$ cat src/rtl/servo_update_sched_pkg.sv
// Shared state encoding and default constants for the
// gimbal servo update scheduler.
package servo_update_sched_pkg;

  typedef enum logic [1:0] {
    S_IDLE = 2'd0,
    S_X    = 2'd1,
    S_Y    = 2'd2
  } state_t;

  localparam int THR_W        = 15;
  localparam int CLK_DIV_D    = 50;
  localparam int PERIOD_US_D  = 20000;
  localparam int THR_MIN_D    = 500;
  localparam int THR_MAX_D    = 2500;
  localparam int THR_CENTRE_D = 1500;
  localparam int SLEW_MAX_D   = 40;
  localparam int LOST_D       = 30;

  function automatic int cw(input int v);
    return (v > 1) ? $clog2(v) : 1;
  endfunction

endpackage

$ cat src/rtl/servo_update_sched_if.sv
// Setpoint request / servo output bundle between the
// per-axis setpoint generators and the scheduler.
interface servo_update_sched_if;
  import servo_update_sched_pkg::*;

  logic             Move_EN;
  logic             vsync_in;
  logic [THR_W-1:0] req_x_thr;
  logic [THR_W-1:0] req_y_thr;
  logic             lost_x;
  logic             lost_y;
  logic [THR_W-1:0] pwm_thresh_x;
  logic [THR_W-1:0] pwm_thresh_y;
  logic             period_start;
  logic             pwm_x;
  logic             pwm_y;

  modport master (
    output Move_EN, vsync_in,
    output req_x_thr, req_y_thr,
    output lost_x, lost_y,
    input  pwm_thresh_x, pwm_thresh_y,
    input  period_start, pwm_x, pwm_y
  );

  modport slave (
    input  Move_EN, vsync_in,
    input  req_x_thr, req_y_thr,
    input  lost_x, lost_y,
    output pwm_thresh_x, pwm_thresh_y,
    output period_start, pwm_x, pwm_y
  );

endinterface

$ cat src/rtl/servo_axis_step.sv
// One axis: lost-frame counter plus recentre, clamp and
// slew limiting of the requested pulse width.
module servo_axis_step
  import servo_update_sched_pkg::*;
#(
  parameter int THR_MIN     = THR_MIN_D,
  parameter int THR_MAX     = THR_MAX_D,
  parameter int THR_CENTRE  = THR_CENTRE_D,
  parameter int SLEW_MAX    = SLEW_MAX_D,
  parameter int LOST_FRAMES = LOST_D
) (
  input  logic             clk,
  input  logic             i_rst_n,
  input  logic             i_step,
  input  logic             i_lost,
  input  logic [THR_W-1:0] i_req,
  input  logic [15:0]      i_shadow,
  output logic [15:0]      o_next
);

  localparam int LC_W = cw(LOST_FRAMES + 1);
  localparam logic [LC_W-1:0] LC_MAX = LC_W'(LOST_FRAMES);
  localparam logic [15:0] MIN16  = 16'(THR_MIN);
  localparam logic [15:0] MAX16  = 16'(THR_MAX);
  localparam logic [15:0] CTR16  = 16'(THR_CENTRE);
  localparam logic [15:0] SLEW16 = 16'(SLEW_MAX);

  logic [LC_W-1:0] r_lost_cnt;
  logic [LC_W-1:0] w_lost_nxt;
  logic [15:0]     w_tgt;
  logic [15:0]     w_clp;
  logic [15:0]     w_res;

  always_comb begin
    w_lost_nxt = '0;
    if (i_lost)
      w_lost_nxt = (r_lost_cnt == LC_MAX) ?
                   LC_MAX : r_lost_cnt + 1'b1;
  end

  always_comb begin
    w_tgt = {1'b0, i_req};
    if (w_lost_nxt == LC_MAX)
      w_tgt = CTR16;
    else if (i_lost)
      w_tgt = i_shadow;
    w_clp = w_tgt;
    if (w_tgt < MIN16)
      w_clp = MIN16;
    else if (w_tgt > MAX16)
      w_clp = MAX16;
    w_res = w_clp;
    if (w_clp > i_shadow + SLEW16)
      w_res = i_shadow + SLEW16;
    else if (w_clp + SLEW16 < i_shadow)
      w_res = i_shadow - SLEW16;
  end

  assign o_next = w_res;

  always_ff @(posedge clk) begin
    if (!i_rst_n)
      r_lost_cnt <= '0;
    else if (i_step)
      r_lost_cnt <= w_lost_nxt;
  end

endmodule

$ cat src/rtl/servo_update_sched.sv
// Per-frame X/Y servo setpoint scheduler with shared 1 us
// timebase and period-boundary commit of PWM thresholds.
module servo_update_sched
  import servo_update_sched_pkg::*;
#(
  parameter int CLK_DIV     = CLK_DIV_D,
  parameter int PERIOD_US   = PERIOD_US_D,
  parameter int THR_MIN     = THR_MIN_D,
  parameter int THR_MAX     = THR_MAX_D,
  parameter int THR_CENTRE  = THR_CENTRE_D,
  parameter int SLEW_MAX    = SLEW_MAX_D,
  parameter int LOST_FRAMES = LOST_D
) (
  input  logic                clk_50M,
  input  logic                reset,
  servo_update_sched_if.slave bus
);

  localparam int DW = cw(CLK_DIV);
  localparam int UW = cw(PERIOD_US);
  localparam logic [DW-1:0] DIV_LAST = DW'(CLK_DIV - 1);
  localparam logic [UW-1:0] US_LAST  = UW'(PERIOD_US - 1);
  localparam logic [15:0]   CTR16    = 16'(THR_CENTRE);

  logic [DW-1:0] r_div;
  logic [UW-1:0] r_us;
  logic          r_ps;
  logic          r_pwm_x;
  logic          r_pwm_y;
  logic          r_s1;
  logic          r_s2;
  logic          r_s3;
  state_t        r_state;
  state_t        w_state_nxt;
  logic [15:0]   r_sh_x;
  logic [15:0]   r_sh_y;
  logic [15:0]   r_act_x;
  logic [15:0]   r_act_y;
  logic [15:0]   w_nx_x;
  logic [15:0]   w_nx_y;
  logic [15:0]   w_us16;
  logic          w_tick;
  logic          w_wrap;
  logic          w_evt;
  logic          w_step_x;
  logic          w_step_y;

  assign w_tick = (r_div == DIV_LAST);
  assign w_wrap = w_tick && (r_us == US_LAST);
  assign w_evt  = r_s2 & ~r_s3;
  assign w_us16 = 16'(r_us);

  // Active thresholds only move in the cycle after the wrap,
  // so a pulse in flight never sees a new value.
  always_ff @(posedge clk_50M) begin
    if (!reset) begin
      r_div   <= '0;
      r_us    <= '0;
      r_ps    <= 1'b0;
      r_pwm_x <= 1'b0;
      r_pwm_y <= 1'b0;
      r_act_x <= CTR16;
      r_act_y <= CTR16;
    end else begin
      r_div   <= w_tick ? '0 : r_div + 1'b1;
      if (w_tick)
        r_us  <= w_wrap ? '0 : r_us + 1'b1;
      r_ps    <= w_wrap;
      r_pwm_x <= bus.Move_EN && (w_us16 < r_act_x);
      r_pwm_y <= bus.Move_EN && (w_us16 < r_act_y);
      if (r_ps) begin
        r_act_x <= r_sh_x;
        r_act_y <= r_sh_y;
      end
    end
  end

  always_ff @(posedge clk_50M) begin
    if (!reset) begin
      r_s1    <= 1'b0;
      r_s2    <= 1'b0;
      r_s3    <= 1'b0;
      r_state <= S_IDLE;
      r_sh_x  <= CTR16;
      r_sh_y  <= CTR16;
    end else begin
      r_s1    <= bus.vsync_in;
      r_s2    <= r_s1;
      r_s3    <= r_s2;
      r_state <= w_state_nxt;
      if (w_step_x)
        r_sh_x <= w_nx_x;
      if (w_step_y)
        r_sh_y <= w_nx_y;
    end
  end

  always_comb begin
    w_state_nxt = r_state;
    w_step_x    = 1'b0;
    w_step_y    = 1'b0;
    unique case (r_state)
      S_IDLE: if (w_evt) w_state_nxt = S_X;
      S_X: begin
        w_state_nxt = S_Y;
        w_step_x    = bus.Move_EN;
      end
      S_Y: begin
        w_state_nxt = S_IDLE;
        w_step_y    = bus.Move_EN;
      end
      default: w_state_nxt = S_IDLE;
    endcase
  end

  servo_axis_step #(
    .THR_MIN(THR_MIN), .THR_MAX(THR_MAX),
    .THR_CENTRE(THR_CENTRE), .SLEW_MAX(SLEW_MAX),
    .LOST_FRAMES(LOST_FRAMES)
  ) u_ax_x (
    .clk(clk_50M), .i_rst_n(reset),
    .i_step(w_step_x), .i_lost(bus.lost_x),
    .i_req(bus.req_x_thr), .i_shadow(r_sh_x),
    .o_next(w_nx_x)
  );

  servo_axis_step #(
    .THR_MIN(THR_MIN), .THR_MAX(THR_MAX),
    .THR_CENTRE(THR_CENTRE), .SLEW_MAX(SLEW_MAX),
    .LOST_FRAMES(LOST_FRAMES)
  ) u_ax_y (
    .clk(clk_50M), .i_rst_n(reset),
    .i_step(w_step_y), .i_lost(bus.lost_y),
    .i_req(bus.req_y_thr), .i_shadow(r_sh_y),
    .o_next(w_nx_y)
  );

  assign bus.pwm_thresh_x = r_act_x[THR_W-1:0];
  assign bus.pwm_thresh_y = r_act_y[THR_W-1:0];
  assign bus.period_start = r_ps;
  assign bus.pwm_x        = r_pwm_x;
  assign bus.pwm_y        = r_pwm_y;

endmodule
$ cat src/flat_wrapper.sv
// flat-port wrapper written by rule: the top's interface ports become plain ports
module servo_update_sched_flat import servo_update_sched_pkg::*;
#(
  parameter int CLK_DIV     = CLK_DIV_D,
  parameter int PERIOD_US   = PERIOD_US_D,
  parameter int THR_MIN     = THR_MIN_D,
  parameter int THR_MAX     = THR_MAX_D,
  parameter int THR_CENTRE  = THR_CENTRE_D,
  parameter int SLEW_MAX    = SLEW_MAX_D,
  parameter int LOST_FRAMES = LOST_D
)
  (clk_50M, reset, bus_Move_EN, bus_vsync_in, bus_req_x_thr, bus_req_y_thr, bus_lost_x, bus_lost_y, bus_pwm_thresh_x, bus_pwm_thresh_y, bus_period_start, bus_pwm_x, bus_pwm_y);
  servo_update_sched_if bus_i ();
  input  logic clk_50M;
  input  logic reset;
  input wire logic [$bits(bus_i.Move_EN)-1:0] bus_Move_EN;
  input wire logic [$bits(bus_i.vsync_in)-1:0] bus_vsync_in;
  input wire logic [$bits(bus_i.req_x_thr)-1:0] bus_req_x_thr;
  input wire logic [$bits(bus_i.req_y_thr)-1:0] bus_req_y_thr;
  input wire logic [$bits(bus_i.lost_x)-1:0] bus_lost_x;
  input wire logic [$bits(bus_i.lost_y)-1:0] bus_lost_y;
  output wire logic [$bits(bus_i.pwm_thresh_x)-1:0] bus_pwm_thresh_x;
  output wire logic [$bits(bus_i.pwm_thresh_y)-1:0] bus_pwm_thresh_y;
  output wire logic [$bits(bus_i.period_start)-1:0] bus_period_start;
  output wire logic [$bits(bus_i.pwm_x)-1:0] bus_pwm_x;
  output wire logic [$bits(bus_i.pwm_y)-1:0] bus_pwm_y;
  assign bus_i.Move_EN = bus_Move_EN;
  assign bus_i.vsync_in = bus_vsync_in;
  assign bus_i.req_x_thr = bus_req_x_thr;
  assign bus_i.req_y_thr = bus_req_y_thr;
  assign bus_i.lost_x = bus_lost_x;
  assign bus_i.lost_y = bus_lost_y;
  assign bus_pwm_thresh_x = bus_i.pwm_thresh_x;
  assign bus_pwm_thresh_y = bus_i.pwm_thresh_y;
  assign bus_period_start = bus_i.period_start;
  assign bus_pwm_x = bus_i.pwm_x;
  assign bus_pwm_y = bus_i.pwm_y;
  servo_update_sched #(.CLK_DIV(CLK_DIV), .PERIOD_US(PERIOD_US), .THR_MIN(THR_MIN), .THR_MAX(THR_MAX), .THR_CENTRE(THR_CENTRE), .SLEW_MAX(SLEW_MAX), .LOST_FRAMES(LOST_FRAMES)) u_core (.clk_50M(clk_50M), .reset(reset), .bus(bus_i));
endmodule
$ cat config.mk
export PLATFORM = sky130hd
export DESIGN_NAME = servo_update_sched_flat
export DESIGN_NICKNAME = d
export VERILOG_FILES = /design/src/rtl/servo_update_sched_pkg.sv /design/src/rtl/servo_update_sched_if.sv /design/src/rtl/servo_axis_step.sv /design/src/rtl/servo_update_sched.sv /design/src/flat_wrapper.sv
export SDC_FILE = /design/constraint.sdc
export NUM_CORES = 1
export LEC_CHECK = 0
export CORE_UTILIZATION = 24
export DETAILED_ROUTE_END_ITERATION = 7
export SLEW_MARGIN = 25
export SYNTH_ARGS = -nofsm -noshare
export SYNTH_HDL_FRONTEND = slang
export SYNTH_SLANG_ARGS = --single-unit
export TNS_END_PERCENT = 1
$ cat constraint.sdc
create_clock -name clk_50M -period 6.4 [get_ports clk_50M]
set_input_delay 0.64 -clock clk_50M [delete_from_list [all_inputs] [get_ports clk_50M]]
set_output_delay 0.64 -clock clk_50M [all_outputs]
set_load 0.05 [all_outputs]
Yosys cells after proc, flatten, opt, wreduce, memory -nomap -nowiden
Index checks and enable logic that the tools add are counted.
{"block": "op_classes", "addsub": 10, "n_lt_le_gt_ge": 10, "eq_ne": 9, "mux": 21, "bitwise": 3, "reduce_logical": 5}
{"cell": "16-bit two-way mux", "count": 12}
{"cell": "16-bit by 6-bit adder with 16-bit output (second input constant)", "count": 4}
{"cell": "16-bit by 12-bit > comparator with 1-bit output (second input constant)", "count": 2}
{"cell": "16-bit > comparator", "count": 2}
{"cell": "15-bit by 16-bit less-than comparator with 1-bit output", "count": 2}
{"cell": "16-bit less-than comparator", "count": 2}
{"cell": "16-bit by 9-bit less-than comparator with 1-bit output (second input constant)", "count": 2}
{"cell": "16-bit by 6-bit subtractor with 16-bit output (second input constant)", "count": 2}
{"cell": "5-bit equality test (second input constant)", "count": 4}
{"cell": "5-bit two-way mux", "count": 4}
{"cell": "15-bit by 1-bit adder with 15-bit output (second input constant)", "count": 1}
{"cell": "15-bit equality test (second input constant)", "count": 1}
{"cell": "15-bit two-way mux", "count": 1}
{"cell": "5-bit by 1-bit adder with 5-bit output (second input constant)", "count": 2}
{"cell": "6-bit by 1-bit adder with 6-bit output (second input constant)", "count": 1}
{"cell": "6-bit equality test (second input constant)", "count": 1}
{"cell": "2-bit case mux with 2 select lines", "count": 1}
{"cell": "1-bit logical AND", "count": 3}
{"cell": "2-bit by 1-bit equality test with 1-bit output (second input constant)", "count": 1}
{"cell": "2-bit equality test (second input constant)", "count": 1}
{"cell": "2-bit zero test", "count": 1}
{"cell": "1-bit two-way mux", "count": 2}
{"cell": "2-bit two-way mux", "count": 1}
{"cell": "2-bit by 1-bit inequality test with 1-bit output (second input constant)", "count": 1}
{"cell": "3 further kinds", "count": 4}
{"block": "totals", "reg_bits": 103, "input_bits": 36, "out_inout_bits": 33, "wordCells": 73}

Depth between registers and ports, before layout
{"block": "depth", "depth_word": 12, "ltp_mapped": 23, "depth_no_buf": 20}

Cells and area by module
From an unflattened synthesis, not the netlist that was laid out.
{"block": "unflattened", "hier_cells": 1188, "area_unflattened_um2": 9221.3}
{"mod": "servo_update_sched", "instances": 1, "cells_each": 497, "area_per_inst_um2": 4317.9, "seq_area_each_um2": 1861.8}
{"mod": "servo_axis_step at u_core.u_ax_y", "instances": 1, "cells_each": 348, "area_per_inst_um2": 2467.4, "seq_area_each_um2": 100.1}
{"mod": "servo_axis_step at u_core.u_ax_x", "instances": 1, "cells_each": 343, "area_per_inst_um2": 2436.1, "seq_area_each_um2": 100.1}

Least setup slack after synthesis
OpenSTA, ideal clock, no wires.
{"block": "synth_timing", "kind": "input-to-reg", "start": "input bus_lost_x", "end": "register u_core.r_sh_x[9]", "setup_ns": 0.086, "arrival_ns": 4.845, "t_required_ns": 6.314, "path_slack_ns": 1.470, "stages": 21, "path_buffers": 3, "cell_sequence": "buf_6 -> or4_4 -> o32ai_4 -> nand2b_2 -> a311o_2 -> and2_4 -> o21ai_4 -> inv_1 -> ha_1 -> o22a_1 -> a21o_1 -> ha_1 -> a21oi_1 -> o21ai_0 -> a221oi_1 -> o31a_1 -> clkbuf_1 -> buf_1 -> mux2i_1 -> a21oi_1 -> a211oi_1"}
{"block": "synth_via", "elab_chain_cells": 10, "elab_cells_between_ends": 13, "cone_classes": "1 x add/sub; 4 x order compare; 1 x eq/ne; 7 x mux"}
{"item": "from (decl)", "line_no": "flat_wrapper.sv:20", "source": "input wire logic [$bits(bus_i.lost_x)-1:0] bus_lost_x;"}
{"item": "5-bit two-way mux", "line_no": "servo_axis_step.sv:36", "source": "if (i_lost)"}
{"item": "5-bit equality test", "line_no": "servo_axis_step.sv:43", "source": "if (w_lost_nxt == LC_MAX)"}
{"item": "16-bit two-way mux *", "line_no": "servo_axis_step.sv:43"}
{"item": "16-bit by 12-bit > comparator with 1-bit output", "line_no": "servo_axis_step.sv:50", "source": "else if (w_tgt > MAX16)"}
{"item": "16-bit two-way mux", "line_no": "servo_axis_step.sv:50"}
{"item": "16-bit two-way mux *", "line_no": "servo_axis_step.sv:48", "source": "if (w_tgt < MIN16)"}
{"item": "16-bit by 6-bit adder with 16-bit output", "line_no": "servo_axis_step.sv:55", "source": "else if (w_clp + SLEW16 < i_shadow)"}
{"item": "16-bit less-than comparator", "line_no": "servo_axis_step.sv:55"}
{"item": "16-bit two-way mux", "line_no": "servo_axis_step.sv:55"}
{"item": "16-bit two-way mux *", "line_no": "servo_axis_step.sv:53", "source": "if (w_clp > i_shadow + SLEW16)"}
{"item": "to (signal assigned)", "line_no": "servo_update_sched.sv:92", "source": "r_sh_x <= w_nx_x;"}
{"item": "to (decl)", "line_no": "servo_update_sched.sv:35", "source": "logic [15:0] r_sh_x;"}
Mark *: on every way between the ends. The rest lies on a longest branch, timed or not.
A chain may end at the register's enable or synchronous reset.

Worst setup path after layout
{"block": "layout_timing", "start": "input bus_lost_x", "end": "register u_core.r_sh_x[6]"}
The elaborated chain is that of the path after synthesis.

==> impl_results.md <==
* Synth cell types at 76
* First-pass GRT wire length at roughly 41000 um
* Final design utilization at 0.279
* CP Max Fanout at 35
* Layout Skew at 8.99 ps
* Slew HR at 0.412
* Static Leak at 3.97 nW
* Placer Congestion at 0.884
* Fillcell total at 3903
* Dominant synthesized flop cell: dfxtp_1
* DRC viols at 4
* Core Region at approximately 36000 um2
* Register area at around 2100 um2
* Post-synthesis compound-gate area fraction at 0.213
* TritonCTS buffer count at 9
* Post-Syn Area at just under 9000 um2
* Largest net degree at the start of global routing at 48
* Arr. time, crit path at around 5700 ps
* Area Overhead vs Synth at 14.0%
* Antenna violations before repair at 1
* MaxCap Viol Count at 0
* Worst vdd ir at 0.130 mV
* Critical Path RT at roughly 6600 ps
* Placement row count at 69
* Resized cells post-CTS at 0
* Clock transition at the registers of the reported paths at 80 ps
* Total number of vias at 8166
* Post-Synth XOR/XNOR Area at 0.0590
* TritonCTS Sinks at approximately 100
* Worst Setup Path Type: in -> reg
* # hold bufs at CTS at 0
* DR iter-0 viols at between 700 and 800
* I/O pin count at between 60 and 70
* Post-synthesis mux area share at 0.0544
* CTS tree: yes
* Post-route insts no fill at roughly 1600
* Violated checks: design-rule violations
* Crit path capture type: register
* Worst setup SP type: input port
* PortBufs at between 60 and 70
* ANT cells at 0
* Starting Density at 0.245
* Yosys warnings at 0
* Post-synth EDFFs at 0
* Synth Area in Adders at 0.141
* Die span in x at just under 200 um
* Measured slew at the worst slew-check pin at ~880 ps
* # placed instances at approximately 1600
* Vias in the first global route at roughly 7700
* Period utilization at 0.864
* H-tree Lvls at 3
* RSZ-0062 raised after global routing: no
* DRT Wirelength at around 26000 um
* Cell area power density at ~150 nW/um2
* Area of the multi-input gates at 6000 um2
* Mapped Cells at ~1100
* Simple-Gate Fraction of Synth Area at 0.210
* Later-pin clock latency in the skew report at ~360 ps
* Post-DP HPWL at between 20000 and 25000 um
* Final Power at 0.00153 W
* Placement Cell Area at between 9000 and 10000 um2
* Die area at between 30000 and 40000 um2
* Peak Freq at about 180 MHz
* Global route total overflow at 0
* #FFs+latches synth at between 100 and 150
* Final #Nets at ~1300
* Layout cell share with drive strength beyond 1 at 0.0498
* Antenna viol nets, final at 0
* Synthesized area per cell at 7.78 um2
* Vias per std cell at between 5 and 6
* Total Routing Usage GR at 0.140
* Outcome: finished with violations
* Fin area at between 9000 and 10000 um2
* Fraction of registers with async set or reset after synthesis at 0
* Die Height at 193 um
* Avg WL per Cell at between 15 and 20 um
* Final Critical Period at roughly 5500 ps
* CTS max path bufs at 2
* HP Class: reg -> reg
* DRT Pass-1 Iters at 8
* Final hold vios at 0
* Setup Buffers After CTS at 0
* Root Driver: clkbuf_16
* Final Setup Violations at 0
* Register area share after synthesis at 0.235
* Main combinational cell family by area after synthesis: compound AO/OA/AOI/OAI gates
* TNS Setup at 0 ps
* Slew Limit Fails at 0
==> flip-flops by register name, indices dropped and copies added (netlist names), 2 cells and up <==
signal,count
u_core.r_act_y,16
u_core.r_state,2
u_core.r_sh_y,16
u_core.r_div,6
u_core.r_us,15
u_core.u_ax_y.r_lost_cnt,5
u_core.r_sh_x,16
u_core.u_ax_x.r_lost_cnt,5
u_core.r_act_x,16
==> cell usage in the layout, fill, tap and decap left out, drive strengths merged, types with 4 or more instances in the layout <==
master         count
nor4               9
a211o              4
mux2i             33
o21a               4
conb              16
a21boi             4
a31oi             15
xnor2             43
nand2             94
dfxtp            103
a41oi              4
nor2             106
and3              13
or3                9
a32oi              4
mux2              13
a311oi             4
a211oi            19
a221oi             4
o211ai            24
clkinv             5
buf               11
clkbuf            10
o21ai             52
and2               9
inv               71
nand2b            16
a21oi             69
clkdlybuf4s50     67
o32ai              8
xor2              16
nand3             43
nor2b              7
nand4             17
o31ai              6
ha                99
nor3b              6
a21o              24
nor3              35
==> stage by stage <==
step | hold slack [ps] | setup WS, ps
after floorplan | 374 | 1470
after global placement | 381 | 636
after detailed placement | 380 | 579
after CTS | 389 | 938
after global routing | 400 | 535
final | 389 | 873
==> worst max-delay path: stages <==
cell             delay, ps
clkdlybuf4s50_1        500
buf_4                  350
nor2b_1                220
o21ai_0                120
and4_1                 370
a311o_2                440
and2_4                 180
o21ai_4                 70
inv_1                   90
ha_1                   250
o22a_1                 260
a21o_1                 190
ha_1                   280
a21oi_1                110
o21ai_0                 90
a221oi_1               290
o31a_1                 460
buf_4                  260
nand2_1                110
o32ai_1                300
o21ai_0                120
==> path summary, 6_finish.rpt <==
kind / from / to / slack, ps / depth (start not counted)
worst min-delay path: u_core.r_s3 / u_core.r_state[0] / 390 / 1
worst min register to register: u_core.r_s3 / u_core.r_state[0] / 390 / 1
worst max-delay path: bus_lost_x / u_core.r_sh_x[6] / 870 / 21
worst max register to register: u_core.u_ax_x.r_lost_cnt[0] / u_core.r_sh_x[6] / 1180 / 21
==> cells by family after synthesis <==
kind of cell             Yosys count
AND/OR/NAND/NOR                  380
AO/OA/AOI/OAI                    274
buffers and inverters            164
flip-flops                       103
adder cells (fa/ha/maj)           99
XOR/XNOR                          59
multiplexers                      46
other                              1
==> cell usage after synthesis (all sizes together) (3+ instances only) <==
cell	instances	area (um2)
nor3b	6	45.0
o211ai	24	180
nand4	17	106
mux2i	33	330
nand2	94	353
buf	46	310
nor3	35	175
and2	9	58.8
o21ai	52	272
o32ai	8	88.8
o22a	3	26.3
xor2	16	140
a221oi	4	35.0
or3	9	56.3
and4	3	26.3
a41oi	4	35.0
ha	99	1240
xnor2	43	377
a21o	24	180
o31a	3	26.3
nor2b	7	43.8
o21a	4	30.0
a21boi	4	30.0
nor4	9	62.6
inv	71	267
o22ai	3	18.8
o31ai	6	50.1
nand3	43	220
a211o	4	35.0
a311oi	4	41.3
clkbuf	44	165
clkinv	3	11.3
a32oi	4	35.0
nor2	106	398
nand2b	16	103
a31oi	15	93.8
dfxtp	103	2060
a211oi	19	158
a21oi	69	345
and3	13	81.3
o221ai	3	26.3
nand4b	3	26.3
mux2	13	146
==> power by group <==
group | internal, W | switching (W) | leakage, nW
Clock | 0.000342 | 0.000254 | 0.149
Combinational | 0.000116 | 0.000166 | 2.99
Sequential | 0.000645 | 0.00000807 | 0.834
==> cell type report <==
class,count,area share
Multi-Input combinational cell,874,0.601
Sequential cell,103,0.207
Timing Repair Buffer,78,0.0752
Tap cell,461,0.0578
Inverter,74,0.0278
Clock buffer,10,0.0229
Clock inverter,5,0.00815
==> metal layers <==
metal  vias up  share of wire  track usage
met1      3817           0.46        0.185
met2       300           0.45        0.231
met4         2          0.016       0.0358
met3        34          0.075       0.0304
li1       4013              -            -
met5         -        0.00031            0
Power figures use the tool's default switching activity.
